===== src/rtl/isa_pkg.sv =====
// Shared ISA definitions: the opcode set understood by decode-stage control,
// the instruction-memory loader state encoding, and loader error codes.
package isa_pkg;

  // Opcode field is instr[31:27].
  localparam logic [4:0] OP_ALU  = 5'b00000;
  localparam logic [4:0] OP_J    = 5'b00001;
  localparam logic [4:0] OP_BNE  = 5'b00010;
  localparam logic [4:0] OP_JAL  = 5'b00011;
  localparam logic [4:0] OP_JR   = 5'b00100;
  localparam logic [4:0] OP_ADDI = 5'b00101;
  localparam logic [4:0] OP_BLT  = 5'b00110;
  localparam logic [4:0] OP_SW   = 5'b00111;
  localparam logic [4:0] OP_LW   = 5'b01000;
  localparam logic [4:0] OP_SETX = 5'b10101;
  localparam logic [4:0] OP_BEX  = 5'b10110;

  typedef enum logic [2:0] {
    LD_HDR_HI = 3'd0,
    LD_HDR_LO = 3'd1,
    LD_DATA   = 3'd2,
    LD_CHECK  = 3'd3,
    LD_DONE   = 3'd4,
    LD_ERROR  = 3'd5
  } ld_state_e;

  localparam logic [1:0] ERR_NONE     = 2'd0;
  localparam logic [1:0] ERR_COUNT    = 2'd1;
  localparam logic [1:0] ERR_OPCODE   = 2'd2;
  localparam logic [1:0] ERR_CHECKSUM = 2'd3;

endpackage


===== src/rtl/opcode_legal.sv =====
// Combinational opcode legality check.
//   opcode_i : instr[31:27]
//   legal_o  : 1 when the opcode is one the decode stage understands
module opcode_legal
  import isa_pkg::*;
(
  input  logic [4:0] opcode_i,
  output logic       legal_o
);

  always_comb begin
    legal_o = 1'b0;
    case (opcode_i)
      OP_ALU, OP_J, OP_BNE, OP_JAL, OP_JR, OP_ADDI,
      OP_BLT, OP_SW, OP_LW, OP_SETX, OP_BEX: legal_o = 1'b1;
      default:                               legal_o = 1'b0;
    endcase
  end

endmodule


===== src/rtl/imem_loader.sv =====
// Streaming instruction-memory loader. Consumes a byte stream of
// {count[15:8], count[7:0], N big-endian 32-bit words, xor checksum},
// writes the words to IMEM from address 0 and keeps the core in reset
// until the image has been checked.
//   clock/reset        : clock, async active-high reset
//   in_data/valid/ready: byte stream (transfer = in_valid & in_ready)
//   restart            : pulse, re-arms the loader from DONE or ERROR
//   imem_addr/data/we  : IMEM write port, one-cycle we pulse per word
//   cpu_hold           : core reset hold
//   done/error/err_code: load status
module imem_loader
  import isa_pkg::*;
#(
  parameter int ADDR_W = 12
) (
  input  logic              clock,
  input  logic              reset,
  input  logic [7:0]        in_data,
  input  logic              in_valid,
  output logic              in_ready,
  input  logic              restart,
  output logic [ADDR_W-1:0] imem_addr,
  output logic [31:0]       imem_data,
  output logic              imem_we,
  output logic              cpu_hold,
  output logic              done,
  output logic              error,
  output logic [1:0]        err_code
);

  localparam logic [31:0] MAX_WORDS = 32'd1 << ADDR_W;

  ld_state_e         state_q, state_d;
  logic [15:0]       count_q, count_d;
  logic [ADDR_W-1:0] widx_q, widx_d;
  logic [1:0]        bidx_q, bidx_d;
  logic [31:0]       asm_q, asm_d;
  logic [7:0]        acc_q, acc_d;
  logic              ready_q, ready_d;
  logic              we_q, we_d;
  logic [ADDR_W-1:0] addr_q, addr_d;
  logic [31:0]       data_q, data_d;
  logic              hold_q, hold_d;
  logic              done_q, done_d;
  logic              err_q, err_d;
  logic [1:0]        code_q, code_d;

  logic        xfer;
  logic [31:0] word;
  logic [15:0] hdr_cnt;
  logic        op_ok;
  logic        last_word;

  assign xfer      = in_valid & ready_q;
  // Word as it stands once the current byte is shifted in; only meaningful
  // on the 4th byte, where it is both checked and written.
  assign word      = {asm_q[23:0], in_data};
  assign hdr_cnt   = {count_q[15:8], in_data};
  assign last_word = ({{(32-ADDR_W){1'b0}}, widx_q} == ({16'd0, count_q} - 32'd1));

  opcode_legal u_opcode_legal (
    .opcode_i (word[31:27]),
    .legal_o  (op_ok)
  );

  always_ff @(posedge clock or posedge reset) begin
    if (reset) begin
      state_q <= LD_HDR_HI;
      count_q <= '0;
      widx_q  <= '0;
      bidx_q  <= '0;
      asm_q   <= '0;
      acc_q   <= '0;
      ready_q <= 1'b1;
      we_q    <= 1'b0;
      addr_q  <= '0;
      data_q  <= '0;
      hold_q  <= 1'b1;
      done_q  <= 1'b0;
      err_q   <= 1'b0;
      code_q  <= ERR_NONE;
    end else begin
      state_q <= state_d;
      count_q <= count_d;
      widx_q  <= widx_d;
      bidx_q  <= bidx_d;
      asm_q   <= asm_d;
      acc_q   <= acc_d;
      ready_q <= ready_d;
      we_q    <= we_d;
      addr_q  <= addr_d;
      data_q  <= data_d;
      hold_q  <= hold_d;
      done_q  <= done_d;
      err_q   <= err_d;
      code_q  <= code_d;
    end
  end

  always_comb begin
    state_d = state_q;
    count_d = count_q;
    widx_d  = widx_q;
    bidx_d  = bidx_q;
    asm_d   = asm_q;
    acc_d   = acc_q;
    we_d    = 1'b0;
    addr_d  = addr_q;
    data_d  = data_q;
    code_d  = code_q;

    case (state_q)
      LD_HDR_HI: if (xfer) begin
        count_d[15:8] = in_data;
        state_d       = LD_HDR_LO;
      end
      LD_HDR_LO: if (xfer) begin
        count_d = hdr_cnt;
        if ({16'd0, hdr_cnt} > MAX_WORDS) begin
          state_d = LD_ERROR;
          code_d  = ERR_COUNT;
        end else if (hdr_cnt == 16'd0) begin
          state_d = LD_CHECK;
        end else begin
          state_d = LD_DATA;
        end
      end
      LD_DATA: if (xfer) begin
        asm_d  = word;
        acc_d  = acc_q ^ in_data;
        bidx_d = bidx_q + 2'd1;
        if (bidx_q == 2'd3) begin
          if (op_ok) begin
            we_d   = 1'b1;
            addr_d = widx_q;
            data_d = word;
            widx_d = widx_q + 1'b1;  // may wrap after the final word; unused then
            if (last_word) state_d = LD_CHECK;
          end else begin
            state_d = LD_ERROR;
            code_d  = ERR_OPCODE;
          end
        end
      end
      LD_CHECK: if (xfer) begin
        if (in_data == acc_q) begin
          state_d = LD_DONE;
        end else begin
          state_d = LD_ERROR;
          code_d  = ERR_CHECKSUM;
        end
      end
      LD_DONE, LD_ERROR: if (restart) begin
        state_d = LD_HDR_HI;
        count_d = '0;
        widx_d  = '0;
        bidx_d  = '0;
        acc_d   = '0;
        code_d  = ERR_NONE;
      end
      default: state_d = LD_HDR_HI;
    endcase

    // Status outputs are registered copies of the next state.
    ready_d = !(state_d inside {LD_DONE, LD_ERROR});
    hold_d  = (state_d != LD_DONE);
    done_d  = (state_d == LD_DONE);
    err_d   = (state_d == LD_ERROR);
  end

  assign in_ready  = ready_q;
  assign imem_we   = we_q;
  assign imem_addr = addr_q;
  assign imem_data = data_q;
  assign cpu_hold  = hold_q;
  assign done      = done_q;
  assign error     = err_q;
  assign err_code  = code_q;

endmodule


===== config.mk =====
export PLATFORM = sky130hd
export DESIGN_NAME = imem_loader
export DESIGN_NICKNAME = d
export VERILOG_FILES = /design/src/rtl/isa_pkg.sv /design/src/rtl/opcode_legal.sv /design/src/rtl/imem_loader.sv
export SDC_FILE = /design/constraint.sdc
export NUM_CORES = 1
export LEC_CHECK = 0
export CAP_MARGIN = 40
export CORE_MARGIN = 1.5
export CORE_UTILIZATION = 25
export CTS_CLUSTER_DIAMETER = 100
export CTS_CLUSTER_SIZE = 40
export DETAILED_ROUTE_END_ITERATION = 8
export HOLD_SLACK_MARGIN = 0.08
export SETUP_SLACK_MARGIN = 0.15
export SYNTH_ARGS = -nofsm -noshare
export SYNTH_HDL_FRONTEND = slang
export SYNTH_HIERARCHICAL = 1
export SYNTH_SLANG_ARGS = --single-unit

===== constraint.sdc =====
create_clock -name clock -period 3.6 [get_ports clock]
set_clock_uncertainty 0.05 [all_clocks]
set_input_delay 0.72 -clock clock [delete_from_list [all_inputs] [get_ports clock]]
set_output_delay 0.72 -clock clock [all_outputs]
set_load 0.03 [all_outputs]

==> results.yml <==
status:
  status: "completed"
synth:
  ys_top_cells_by_area: "dfrtp_1, mux2_2, nand2_1"
  syn_inst: 523
  synth.area.mux_share_pct: 12.0
  yosysTopAreaCell: "dfrtp_1"
  synth_top_area_share_pct: 52.4
  yosysWarnings: 6
  synth_compound_area_share_pct: 8.87
  synth_top_family_by_area: "simple AND/OR/NAND/NOR gates"
  yosys.area_share.adder_pct: 1.84
  ys_seq_area_share_pct: 53.4
  synthXorXnorAreaFrac_pct: 4.34
  synthSimpleGateAreaFrac_pct: 16.7
  synth.distinct_cells: 50
  avgSynthCellArea_um2: 10.4
  synth_nets: 543
  synth_area_um2: 5450
  ys_seq_elements: 116
setup_path:
  arrival_ns: 3.10
  crit_type: "reg -> reg"
  rr_worst_depth: 6
  r2r_end: "state_q[0]"
  cp_max_fo: 8
  cp-start-kind: "flop"
  worstSetupEndpointType: "flop"
  critPathRequiredTime_ns: 3.89
  rrSetupSlack_ns: 0.79
  rr_startpoint: "count_q[2]"
floorplan:
  core_um2: 21200
  dieArea_um2: 22700
  start_util_pct: 25.7
  fp.dieW_um: 151
  die_h_um: 151
  fp-row-count: 53
  io_pins: 63
final_layout:
  final_common_cell: "dfrtp_1"
  fin_cells: 880
  antenna_cells: 0
  area_growth_pct: 28.5
  fin_nets: 613
  final_area_um2: 7000
  multiInputGateArea_um2: 2390
  drive_gt1_share_pct: 17.7
  fillers: 2182
  seqCellArea_um2: 2910
  mostFrequentLayoutCells: "dfrtp_1, nand2_1, clkdlybuf4s50_1"
min_path:
  hold_end: "asm_q[16]"
  min-delay-start: "asm_q[16]"
  hold_depth: 2
  hold_path_class: "reg -> reg"
placement:
  hpwl_um: 9040
  post-place-cells: 849
  io_buffers: 62
  placedInstanceArea_um2: 6420
  gp_congestion: 0.818
  place_ws_ns: 0.511
timing:
  hold_viol_final: 0
  slew_violations: 0
  grt_setup_unrepaired: "false"
  setup_viol: 0
  worst_slew_pin_slew_ns: 0.794
  fin_crit_sh_pct: 78.1
  max-slew-margin-rel_pct: 46.6
  fin_crit_ns: 2.81
  max_freq_mhz: 356
  tns_ns: 0
  worst_slack_ns: 0.788
global_routing:
  antenna_found_initial: 0
  grt_pass1_vias: 4071
  grt_pass1_wl_um: 21900
  grt-ovfl-total: 0
  grt_max_degree: 70
  grt.total_usage_pct: 12.6
route:
  drcViolationCount: 0
  postRouteAntennaNets: 0
  routed_wl_um: 13100
  via_per_inst: 4.59
  routedWlPerCell_um: 14.9
  vias: 4036
  drt_iter0_drc: 211
  drt_first_pass_iters: 5
clocking:
  clkLatencyLatePin_ns: 0.42
  cts-root-buf: "clkbuf_16"
  ctsResizeCount: 0
  cts_inserted_buffers: 17
  cts_tree: "done"
  cts_sinks: 116
  hold_buffers: 0
  cts_buffer_depth: 2
  postCtsSetupBuffers: 0
  htreeDepth: 4
  clk_pin_slew_ns: 0.06
flow_run:
  cap_viol_max_count: 0
power:
  powerDensity_nw_per_um2: 687
  p_leak_uw: 0.00312
  total_power_uw: 4810
  peakVddDrop_uv: 375
==> worst max path at each step <==
stage	cells past startpoint	slack, ns	to	start
2_1_floorplan	8	0.89	count_q[2]	state_q[1]
4_1_cts	6	0.79	state_q[0]	count_q[2]
5_1_grt	6	0.68	state_q[0]	count_q[2]
6_report	6	0.79	state_q[0]	count_q[2]
3_3_place_gp	7	0.51	cpu_hold	in_data[0]
3_5_place_dp	7	0.51	cpu_hold	in_data[1]
==> per-stage QoR <==
stage | utilization [%] | hold slack [ns]
floorplan | - | 0.390
global placement | 30.2 | 0.408
detailed placement | 30.3 | 0.413
CTS | 33.0 | 0.434
global route | 33.0 | 0.454
finish | 33.0 | 0.430
==> final cells by class <==
class	instances	share of cell area (%)
clock buffers	19	6.33
clock inverters	12	1.86
inverters	11	0.644
multi-input cells	372	34.1
flip-flops and latches	116	41.5
well taps	275	4.92
repair buffers	75	10.6
==> cell usage after synthesis, drive strengths merged <==
master,number
nor4bb,1
xnor2,13
nor2b,10
o21a,1
nor2,32
nor4,10
and2,2
nand4,4
dfrtp,114
or3b,1
nor3b,1
nand2b,13
o211ai,3
a211o,1
o31ai,1
a2111o,1
a41oi,2
a211oi,1
a21boi,2
a32o,1
o21ai,51
clkbuf,19
o21bai,1
or3,3
a22oi,2
inv,11
o2bb2ai,1
a21oi,6
o311ai,1
or4,4
nand3,5
buf,5
a32oi,1
nand3b,1
and3,4
nand2,99
a31oi,5
mux2,58
or4b,1
xor2,14
nor3,6
dfstp,2
ha,8
a311oi,1
==> where the power goes <==
| group | leakage [µW] | switching, µW | internal, µW |
|---|---|---|---|
| clock | 0.000280 | 616 | 1030 |
| combinational | 0.00127 | 716 | 602 |
| sequential | 0.00157 | 284 | 1560 |
| total | 0.00312 | 1620 | 3190 |
==> cells by family after synthesis <==
| family | count (synthesis) |
|---|---|
| flops | 116 |
| mux | 58 |
| compound gates | 82 |
| fa+ha+maj | 8 |
| simple gates | 197 |
| xor+xnor | 27 |
| buf+inv | 35 |
==> sequential cells by signal, summed over array words and instances (netlist names), 2 cells and up <==
name / cells
imem_data: 32
asm_q: 24
count_q: 16
imem_addr: 12
widx_q: 12
acc_q: 8
state_q: 3
bidx_q: 2
err_code: 2
==> layer usage <==
| layer | GRT usage (%) | share of wire (%) |
|---|---|---|
| met5 | 0 | 0 |
| met4 | 4.08 | 0.97 |
| met3 | 3.24 | 5.2 |
| met2 | 20.3 | 48 |
| met1 | 16.4 | 46 |
==> worst max-delay path, stage by stage, from the launching register on <==
cell	delay, ns
dfrtp_1	0.46
or4_1	0.66
or4b_1	0.54
a41oi_1	0.22
a21oi_1	0.10
or4_1	0.55
a21oi_1	0.15
No activity file was read; power rests on OpenSTA's default activity.
